**src/rtl/alu_seq_pkg.sv**
```systemverilog
`default_nettype none
// ============================================================================
// Module      : alu_seq_pkg
// Description : Shared types and constants for the ALU issue sequencer.
//               ALU opcode encodings, the legal-opcode bound, the sequencer
//               state enumeration and the packed command record.
// Revision    : 1.0 - initial release
// ============================================================================
package alu_seq_pkg;

  // Logic operations (0-7)
  localparam logic [3:0] NOTA   = 4'd0;
  localparam logic [3:0] NOTB   = 4'd1;
  localparam logic [3:0] ANDAB  = 4'd2;
  localparam logic [3:0] ORAB   = 4'd3;
  localparam logic [3:0] XORAB  = 4'd4;
  localparam logic [3:0] NANDAB = 4'd5;
  localparam logic [3:0] NORAB  = 4'd6;
  localparam logic [3:0] XNORAB = 4'd7;
  // Arithmetic operations (8-11)
  localparam logic [3:0] ADDAB  = 4'd8;
  localparam logic [3:0] SUBAB  = 4'd9;
  localparam logic [3:0] SUBBA  = 4'd10;
  localparam logic [3:0] ADDNN  = 4'd11;

  // Opcodes above this value are rejected without touching the ALU.
  localparam logic [3:0] OP_LAST_LEGAL = 4'd11;

  typedef enum logic [1:0] {
    IDLE = 2'd0,
    WAIT = 2'd1,
    RESP = 2'd2
  } state_t;

  typedef struct packed {
    logic [31:0] a;
    logic [31:0] b;
    logic [3:0]  op;
  } cmd_t;

  function automatic logic op_is_legal(input logic [3:0] op);
    return (op <= OP_LAST_LEGAL);
  endfunction

endpackage
`default_nettype wire

```
**src/rtl/alu_sequencer_fifo.sv**
```systemverilog
`default_nettype none
// ============================================================================
// Module      : cmd_fifo
// Description : Synchronous FIFO holding pending ALU commands. dout always
//               shows the head entry. Pointers and count reset
//               asynchronously; storage contents are not reset.
// Ports       : clock, reset      - clock / async active-high reset
//               push, din         - write request and data (ignored if full)
//               pop               - remove head (ignored if empty)
//               dout              - head entry
//               full, empty, count- occupancy status (registered)
// Revision    : 1.0 - initial release
// ============================================================================
module cmd_fifo #(
  parameter int WIDTH = 68,
  parameter int DEPTH = 4
) (
  input  logic                     clock,
  input  logic                     reset,
  input  logic                     push,
  input  logic                     pop,
  input  logic [WIDTH-1:0]         din,
  output logic [WIDTH-1:0]         dout,
  output logic                     full,
  output logic                     empty,
  output logic [$clog2(DEPTH):0]   count
);

  localparam int AW = $clog2(DEPTH);
  localparam logic [AW:0] C_DEPTH = (AW+1)'(DEPTH);

  logic [WIDTH-1:0] mem [DEPTH];
  logic [AW-1:0]    wr_ptr;
  logic [AW-1:0]    rd_ptr;
  logic             do_push;
  logic             do_pop;

  assign full    = (count == C_DEPTH);
  assign empty   = (count == '0);
  assign do_push = push & ~full;
  assign do_pop  = pop & ~empty;
  assign dout    = mem[rd_ptr];

  always_ff @(posedge clock) begin
    if (do_push) begin
      mem[wr_ptr] <= din;
    end
  end

  // DEPTH is a power of two, so the pointers wrap naturally.
  always_ff @(posedge clock or posedge reset) begin
    if (reset) begin
      wr_ptr <= '0;
      rd_ptr <= '0;
      count  <= '0;
    end else begin
      if (do_push) wr_ptr <= wr_ptr + AW'(1);
      if (do_pop)  rd_ptr <= rd_ptr + AW'(1);
      case ({do_push, do_pop})
        2'b10:   count <= count + (AW+1)'(1);
        2'b01:   count <= count - (AW+1)'(1);
        default: count <= count;
      endcase
    end
  end

endmodule
`default_nettype wire

```
**src/rtl/alu_sequencer.sv**
```systemverilog
`default_nettype none
// ============================================================================
// Module      : alu_sequencer
// Description : Issue stage in front of the ALU. Queues commands, issues one
//               at a time with a single-cycle start pulse, waits (bounded by
//               TIMEOUT) for finish, and returns the result over a
//               valid/ready response port. Illegal opcodes and timeouts
//               produce an error response with a zero result.
// Ports       : clock, reset                  - clock / async active-high reset
//               cmd_valid/ready, cmd_a/b/op   - command input
//               alu_a/b/opcode, alu_start     - to ALU
//               alu_finish, alu_c, alu_sign   - from ALU
//               rsp_valid/ready, rsp_c/sign/err - response output
//               busy                          - work queued or in progress
// Revision    : 1.0 - initial release
// ============================================================================
module alu_sequencer
  import alu_seq_pkg::*;
#(
  parameter int DEPTH   = 4,
  parameter int TIMEOUT = 64
) (
  input  logic        clock,
  input  logic        reset,
  input  logic        cmd_valid,
  output logic        cmd_ready,
  input  logic [31:0] cmd_a,
  input  logic [31:0] cmd_b,
  input  logic [3:0]  cmd_op,
  output logic [31:0] alu_a,
  output logic [31:0] alu_b,
  output logic [3:0]  alu_opcode,
  output logic        alu_start,
  input  logic        alu_finish,
  input  logic [31:0] alu_c,
  input  logic        alu_sign,
  output logic        rsp_valid,
  input  logic        rsp_ready,
  output logic [31:0] rsp_c,
  output logic        rsp_sign,
  output logic        rsp_err,
  output logic        busy
);

  localparam int CW = $clog2(DEPTH) + 1;
  localparam int TW = $clog2(TIMEOUT);
  localparam logic [TW-1:0] TIMER_LAST = TW'(TIMEOUT - 1);

  // ---------------------------------------------------------------- FIFO
  cmd_t          fifo_din;
  cmd_t          head;
  logic          push;
  logic          pop;
  logic          full;
  logic          empty;
  logic [CW-1:0] count;

  assign fifo_din  = '{a: cmd_a, b: cmd_b, op: cmd_op};
  // Full is derived from the registered count, so a same-cycle pop never
  // opens a slot for a push.
  assign cmd_ready = ~full;
  assign push      = cmd_valid & cmd_ready;

  cmd_fifo #(
    .WIDTH ($bits(cmd_t)),
    .DEPTH (DEPTH)
  ) u_fifo (
    .clock (clock),
    .reset (reset),
    .push  (push),
    .pop   (pop),
    .din   (fifo_din),
    .dout  (head),
    .full  (full),
    .empty (empty),
    .count (count)
  );

  // ----------------------------------------------------------------- FSM
  state_t        state, state_next;
  logic [TW-1:0] timer, timer_next;
  logic [31:0]   alu_a_next, alu_b_next;
  logic [3:0]    alu_opcode_next;
  logic          alu_start_next;
  logic          rsp_valid_next;
  logic [31:0]   rsp_c_next;
  logic          rsp_sign_next;
  logic          rsp_err_next;

  always_ff @(posedge clock or posedge reset) begin
    if (reset) begin
      state      <= IDLE;
      timer      <= '0;
      alu_a      <= '0;
      alu_b      <= '0;
      alu_opcode <= '0;
      alu_start  <= 1'b0;
      rsp_valid  <= 1'b0;
      rsp_c      <= '0;
      rsp_sign   <= 1'b0;
      rsp_err    <= 1'b0;
    end else begin
      state      <= state_next;
      timer      <= timer_next;
      alu_a      <= alu_a_next;
      alu_b      <= alu_b_next;
      alu_opcode <= alu_opcode_next;
      alu_start  <= alu_start_next;
      rsp_valid  <= rsp_valid_next;
      rsp_c      <= rsp_c_next;
      rsp_sign   <= rsp_sign_next;
      rsp_err    <= rsp_err_next;
    end
  end

  always_comb begin
    state_next      = state;
    timer_next      = timer;
    alu_a_next      = alu_a;
    alu_b_next      = alu_b;
    alu_opcode_next = alu_opcode;
    alu_start_next  = alu_start;
    rsp_valid_next  = rsp_valid;
    rsp_c_next      = rsp_c;
    rsp_sign_next   = rsp_sign;
    rsp_err_next    = rsp_err;
    pop             = 1'b0;

    case (state)
      IDLE: begin
        // A finish level still high from the previous op blocks issue so
        // it cannot be mistaken for completion of the next one.
        if (!empty && !alu_finish) begin
          pop = 1'b1;
          if (op_is_legal(head.op)) begin
            alu_a_next      = head.a;
            alu_b_next      = head.b;
            alu_opcode_next = head.op;
            alu_start_next  = 1'b1;
            timer_next      = '0;
            state_next      = WAIT;
          end else begin
            rsp_c_next     = '0;
            rsp_sign_next  = 1'b0;
            rsp_err_next   = 1'b1;
            rsp_valid_next = 1'b1;
            state_next     = RESP;
          end
        end
      end

      WAIT: begin
        alu_start_next = 1'b0;
        timer_next     = timer + TW'(1);
        // Finish is ignored while start is still high; checked before the
        // timeout so a coincident finish wins.
        if (alu_finish && !alu_start) begin
          rsp_c_next     = alu_c;
          rsp_sign_next  = alu_sign;
          rsp_err_next   = 1'b0;
          rsp_valid_next = 1'b1;
          state_next     = RESP;
        end else if (timer == TIMER_LAST) begin
          rsp_c_next     = '0;
          rsp_sign_next  = 1'b0;
          rsp_err_next   = 1'b1;
          rsp_valid_next = 1'b1;
          state_next     = RESP;
        end
      end

      RESP: begin
        if (rsp_ready) begin
          rsp_valid_next = 1'b0;
          state_next     = IDLE;
        end
      end

      default: begin
        state_next = IDLE;
      end
    endcase
  end

  assign busy = (count != '0) | (state != IDLE);

endmodule
`default_nettype wire

```
**config.mk**
```make
export PLATFORM = sky130hd
export DESIGN_NAME = alu_sequencer
export DESIGN_NICKNAME = d
export VERILOG_FILES = /design/src/rtl/alu_seq_pkg.sv /design/src/rtl/alu_sequencer_fifo.sv /design/src/rtl/alu_sequencer.sv
export SDC_FILE = /design/constraint.sdc
export NUM_CORES = 1
export LEC_CHECK = 0
export CAP_MARGIN = 30
export CORE_MARGIN = 5
export CORE_UTILIZATION = 57
export CTS_CLUSTER_DIAMETER = 150
export CTS_CLUSTER_SIZE = 8
export DETAILED_ROUTE_END_ITERATION = 6
export DONT_BUFFER_PORTS = 1
export PLACE_DENSITY = 0.75
export SLEW_MARGIN = 20
export SYNTH_ARGS = -nofsm -noshare
export SYNTH_HDL_FRONTEND = slang
export SYNTH_SLANG_ARGS = --single-unit
```
**constraint.sdc**
```tcl
create_clock -name clock -period 3.6 [get_ports clock]
set_input_delay 0.36 -clock clock [delete_from_list [all_inputs] [get_ports clock]]
set_output_delay 0.36 -clock clock [all_outputs]
set_load 0.05 [all_outputs]
```
==> run_results.csv <==
group,metric,value,unit
yosys,syn_inst,667,
timing,min_period,2.704,ns
finish,nets,922,
critical_path,start_kind,"flop",
timing,rsz0062_at_grt,"no",
yosys,synth_edf_count,272,
timing,max_freq,369.8,MHz
clock_tree,cts.repair.resized,0,
global_route,grt_usage,20.43,%
yosys,syn_area_per_cell,21.58,um2
die,num_rows,58,
clock_tree,clk_pin_slew,0.05,ns
timing,worstMarginPinSlew,0.8474,ns
yosys,ys_seq_area_share,77.44,%
critical_path,crit_chain,"mux4_2 -> a21oi_4 -> buf_4 -> mux2_2",
routing,dr.pass1.iters,4,
routing,drt_iter0_drc,502,
global_route,antenna_found_initial,2,
placed_design,gp_congestion,0.8376,
flow_run,maxCapViolCount,0,
die,dieArea,28530,um2
finish,drive_above_1_share,23.27,%
placed_design,place.port_buffers,0,
pwr,power_frac_clock,26.6,%
critical_path,arrival,3.14,ns
pwr,power,17.12,mW
critical_path,critPathCaptureType,"flop",
clock_tree,cts_buffers,54,
placed_design,dp_slack,0.8726,ns
clock_tree,cts.sink_count,391,
critical_path,path_delay_family,"multiplexers",
clock_tree,cts-root-buf,"clkbuf_16",
routing,ant_nets,0,
pwr,p_switching,6.363,mW
timing,fin_crit_sh,75.11,%
timing,setup_tns,0,ns
clock_tree,cts_tree,"yes",
timing,maxSlewViolCount,0,
critical_path,slowest_delay,0.65,ns
status,status,"complete, no violations",
die,die_h,168.9,um
global_route,grt_pass1_vias,7801,
routing,vias,6967,
yosys,synth_warnings,0,
routing,drc,0,
critical_path,crit_slowest_cell,"dfrtp_4",
critical_path,cp_num_buf_inv,1,
die,die_x,168.9,um
timing,slew_headroom,43.51,%
pwr,pwr-share-seq,53.3,%
critical_path,crit_type,"reg2reg",
clock_tree,clockBufferDepth,3,
timing,finalWorstSetupSlack,0.8961,ns
timing,hold_viol,0,
finish,mostFrequentLayoutCells,"272 x edfxtp_1, 117 x dfrtp_1, 103 x dlygate4sd3_1",
die,ios,212,
pwr,internal-power,10.75,mW
yosys,ys_ff_latch,391,
yosys,synthesis.area,14390,um2
pwr,p_leak,6.261,nW
timing,fin_skew,0.02610,ns
pwr,peakVddDrop,0.5523,mV
global_route,grt_max_degree,85,
global_route,grt_pass1_wl,45160,um
critical_path,cp.required,4.03,ns
worst_hold_path,hold_path.class,"in2reg",
pwr,combPwrFrac,20.1,%
finish,areaGrowthSynthToFinish,21.36,%
die,start_util,57.49,%
placed_design,place.detailed.hpwl,16280,um
routing,finalWirelength,28900,um
timing,setup_viol,0,
global_route,overflow,0,
clock_tree,cts_htree_levels,2,
yosys,synth_nets,780,
pwr,swShare,37.18,%
routing,wl_per_cell,24.45,um
yosys,synthFlopType,"edfxtp_1",
die,core_area,25040,um2
yosys,synth_cell_type_count,34,
finish,mostFrequentLayoutCell,"edfxtp_1",
clock_tree,clk_latency,0.55,ns
routing,vias_per_cell,5.894,
pwr,p_per_area,979.9,nW/um2
critical_path,cp_max_fo,49,
yosys,async_reset_ff_share,30.43,%
-- repair_timing --
item | CTS | global route
buffers inserted | 0 | 0
endpoints found under the hold margin | 388 | 0
hold buffers | 103 | 0
endpoints found under the setup margin | 0 | 0
-- kinds of logic after synthesis --
logic type	share of synthesized area, %
mux	16.17
fa+ha+maj	0.6607
compound gates	2.791
buf+inv	1.356
flops	77.44
xor+xnor	0.4868
simple gates	1.095
-- registers in the layout (all words and copies together) (netlist names) --
name / flops
timer: 6
alu_start: 1
rsp_err: 1
rsp_sign: 1
u_fifo.count: 3
state: 2
rsp_valid: 1
u_fifo.rd_ptr: 2
alu_opcode: 4
rsp_c: 32
alu_a: 32
u_fifo.wr_ptr: 2
alu_b: 32
u_fifo.mem: 272
-- power groups by stage --
| stage | Clock, mW | Sequential, mW | Combinational [mW] |
|---|---|---|---|
| global placement | 0 | 9.14 | 3.11 |
| floorplan | 0 | 8.81 | 2.71 |
| CTS | 4.61 | 9.13 | 3.50 |
| detailed placement | 0 | 9.20 | 3.34 |
| global route | 4.87 | 9.27 | 3.75 |
| finish | 4.55 | 9.12 | 3.45 |
-- synth_stat cells (3+ instances only) --
cell	instances	area, um2
nand3_1	4	20.02
clkbuf_1	16	60.06
xnor2_1	4	35.03
mux4_2	68	1531
a22o_1	34	297.8
a21oi_1	4	20.02
mux2i_1	3	30.03
or3_1	3	18.77
nor2_1	9	33.78
nand2_1	5	18.77
buf_2	6	30.03
dfrtp_1	119	2978
ha_1	6	75.07
edfxtp_1	272	8168
and3_1	5	31.28
inv_1	11	41.29
mux2_2	50	563.0
xor2_1	4	35.03
buf_4	8	60.06
mux2_1	18	202.7
-- layout make-up --
| type | instances | area (um2) |
|---|---|---|
| Sequential cell | 391 | 11150 |
| Fill cell | 1466 | 7570 |
| Multi-Input combinational cell | 234 | 3085 |
| Clock buffer | 96 | 1509 |
| Timing Repair Buffer | 117 | 1221 |
| Tap cell | 330 | 412.9 |
| Inverter | 11 | 46.29 |
| Clock inverter | 2 | 36.28 |
| Antenna cell | 1 | 2.502 |
-- stage by stage --
stage	area [um2]	hold WS [ns]	util (%)	std cells
after floorplan	14390	0.4463	-	667
after global placement	14810	0.4273	59.14	977
after detailed placement	14890	0.4466	59.47	980
after CTS	17460	0.01086	69.76	1181
after global routing	17470	0.04313	69.77	1182
final	17470	0.03145	69.77	1182
-- metal layers --
layer	track usage, %	routed length [um]
met4	4.693	401
met3	6.282	2467
met5	0	11
met1	25.58	11080
met2	35.44	14930
-- worst reg2reg max path, stage by stage (launching register included) --
cell	delay, ns
dfrtp_4	0.65
mux4_2	0.65
a21oi_4	0.18
buf_4	0.65
mux2_2	0.47
-- final timing paths --
kind / from / endpoint / slack, ns / cells after the start
min in group asynchronous: reset / alu_b[3]$_DFFE_PP0P_ / 0.48 / 2
max reg2reg: u_fifo.rd_ptr[0]$_DFFE_PP0P_ / alu_a[1]$_DFFE_PP0P_ / 0.90 / 4
max in group asynchronous: reset / alu_a[15]$_DFFE_PP0P_ / 2.29 / 3
min: rsp_ready / rsp_valid$_DFFE_PP0P_ / 0.03 / 3
min reg2reg: u_fifo.count[0]$_DFFE_PP0P_ / u_fifo.count[0]$_DFFE_PP0P_ / 0.51 / 1
max: u_fifo.rd_ptr[0]$_DFFE_PP0P_ / alu_a[1]$_DFFE_PP0P_ / 0.90 / 4
No activity file was read; power rests on OpenSTA's default activity.
==> RTL edit: new RTL, config.mk and constraints unchanged <==
Set the parameter `TIMEOUT` to 128 (it was 64).
--- a/src/rtl/alu_sequencer.sv
+++ b/src/rtl/alu_sequencer.sv
@@ -20,3 +20,3 @@
   parameter int DEPTH   = 4,
-  parameter int TIMEOUT = 64
+  parameter int TIMEOUT = 128
 ) (
Formal check against the unedited RTL: same outputs for any inputs over 4 cycles, from zero or initial values and one cycle with reset high; that may be too few to reach the edited logic, so the function may still have changed.
==> RTL edit against the original RTL <==
Worst setup slack improved by 0.031 ns. Routed wire length rose by 0.64%. Final area rose by 0.52%. Hold slack improved by 0.037 ns. Synthesized area rose by 0.63%. Sequential cell count rose by 1. Total power fell by 1.2%. Critical path depth rose by 5. First-iteration DRC count fell by 16%. Sequential share of layout area fell by 0.19 points. Largest cell class unchanged.
==> RTL edit: results (changes against the original RTL) <==
CRITICAL PATH
--------------------------------------------------------------------------------------
Peak fanout along the critical path .....................................            6   -88%
RR Startpoint ........................................................... u_fifo.count[0]$_DFFE_PP0P_
Library cell contributing the largest single delay on the critical path . sky130_fd_sc_hd__nand3_1
Peak per-stage delay on the critical path ...............................      0.56 ns   -0.09 ns
Slack of the worst reg-to-reg path ......................................      0.93 ns   +0.03 ns

POWER
--------------------------------------------------------------------------------------
Power in combinational cells ............................................      3530 uW   +2%
P_leak ..................................................................  0.006312 uW   +0.81%
Maximum ir drop on the vdd rail .........................................    0.5987 mV   +8.4%

PLACED DESIGN
--------------------------------------------------------------------------------------
Placed wire-length estimate after detailed placement ....................    16,230 um   -0.28%
Last weighted congestion value of the routability-driven placer .........       0.7699   -8.1%
Number of cells in the design after placement ...........................          981   +0.10%

LOGIC SYNTHESIS
--------------------------------------------------------------------------------------
Leading cell types by total area after synthesis ........................ sky130_fd_sc_hd__edfxtp_1 56%, sky130_fd_sc_hd__dfrtp_1 21%, sky130_fd_sc_hd__mux4_2 11%
Synth cell types ........................................................           33   -2.9%
Post-synth net total ....................................................          784   +0.51%
Sequential-to-total area share from yosys stat ..........................       77.13%   -0.32 points
Cell types with the highest counts after synthesis ...................... 272 x sky130_fd_sc_hd__edfxtp_1, 120 x sky130_fd_sc_hd__dfrtp_1, 68 x sky130_fd_sc_hd__mux4_2, 51 x sky130_fd_sc_hd__mux2_2, 39 x sky130_fd_sc_hd__a22o_1

OUTCOME
--------------------------------------------------------------------------------------
Run status ..............................................................    completed

FINISH
--------------------------------------------------------------------------------------
Number of nets in the final layout ......................................          925   +0.33%
Fillcell total ..........................................................        1,525   +4.0%
Antenna cell count ......................................................            0   -1

GLOBAL ROUTE
--------------------------------------------------------------------------------------
Number of global-route vias before repair ...............................        7,772   -0.37%

DETAILED ROUTING
--------------------------------------------------------------------------------------
Routed Wire Length ......................................................    29,080 um   +0.64%
Total via count after detailed routing ..................................        6,926   -0.59%

STA
--------------------------------------------------------------------------------------
Post-route clock skew ...................................................   0.02093 ns   -0.005165 ns
Actual transition at the worst max-transition pin .......................     1.056 ns   +0.2083 ns

## RTL edit: cell types whose count changed after synthesis, moves of 3 or more
cell	unedited run	this run
sky130_fd_sc_hd__a22o_1	34	39
sky130_fd_sc_hd__o21ai_0	0	5
sky130_fd_sc_hd__a21o_1	0	3
sky130_fd_sc_hd__a21oi_1	4	1
sky130_fd_sc_hd__buf_1	1	4
sky130_fd_sc_hd__buf_6	0	3
sky130_fd_sc_hd__clkbuf_1	16	13
sky130_fd_sc_hd__nand2_1	5	8
sky130_fd_sc_hd__nand2b_1	0	3
sky130_fd_sc_hd__nor2_1	9	6
sky130_fd_sc_hd__or3_1	3	0
sky130_fd_sc_hd__or4_1	0	3
## RTL edit: kinds of logic (layout without fill, tap and decap cells)
kind of cell | count (synthesis) | in the layout | synth area share (%)
AOI/OAI and AO/OA | 55 | 55 | 3.300
xor gates and xnor gates | 6 | 6 | 0.3628
adders and majority gates | 7 | 7 | 0.6565
buffers and inverters | 41 | 222 | 1.443
DFF | 392 | 392 | 77.13
muxes | 138 | 138 | 16.01
and+or+nand+nor | 32 | 32 | 1.106
## RTL edit: worst max path at each step
stage	endpoint	cells after the start	from
6_report	u_fifo.count[2]$_DFFE_PP0P_	9	u_fifo.count[0]$_DFFE_PP0P_
5_1_grt	state[1]$_DFFE_PP0P_	5	u_fifo.count[0]$_DFFE_PP0P_
4_1_cts	u_fifo.count[2]$_DFFE_PP0P_	9	u_fifo.count[0]$_DFFE_PP0P_
3_5_place_dp	u_fifo.count[2]$_DFFE_PP0P_	9	u_fifo.count[0]$_DFFE_PP0P_
3_3_place_gp	u_fifo.count[2]$_DFFE_PP0P_	9	u_fifo.count[0]$_DFFE_PP0P_
2_1_floorplan	alu_a[0]$_DFFE_PP0P_	1	reset
## RTL edit: timing repair
action,CTS,global route
hold buffers,103,0
endpoints found under the setup margin,0,0
endpoints found under the hold margin,406,0
## RTL edit: cell type report
| type | count | area (um2) | area share, % |
|---|---|---|---|
| clock buffer | 94 | 1523 | 8.672 |
| multi-input combinational | 238 | 3127 | 17.81 |
| timing repair buffer | 117 | 1250 | 7.119 |
| tap | 330 | 412.9 | 2.352 |
| sequential | 392 | 11180 | 63.66 |
| inverter | 9 | 38.79 | 0.2209 |
| clock inverter | 2 | 28.78 | 0.1639 |
## RTL edit: per-layer routing
| metal | GRT usage (%) | vias to the layer above | share of wire [%] |
|---|---|---|---|
| li1 | - | 2990 | - |
| met1 | 25.58 | 3624 | 39 |
| met2 | 34.33 | 258 | 51 |
| met3 | 6.988 | 54 | 8.4 |
| met4 | 5.600 | 0 | 1.9 |
| met5 | 0 | - | 0 |
## RTL edit: metrics by stage
step,hold WS [ns],cell area [um2]
CTS,0.04779,17500
global route,0.07980,17560
finish,0.06876,17560
detailed placement,0.4590,14920
floorplan,0.4589,14480
global placement,0.4590,14840
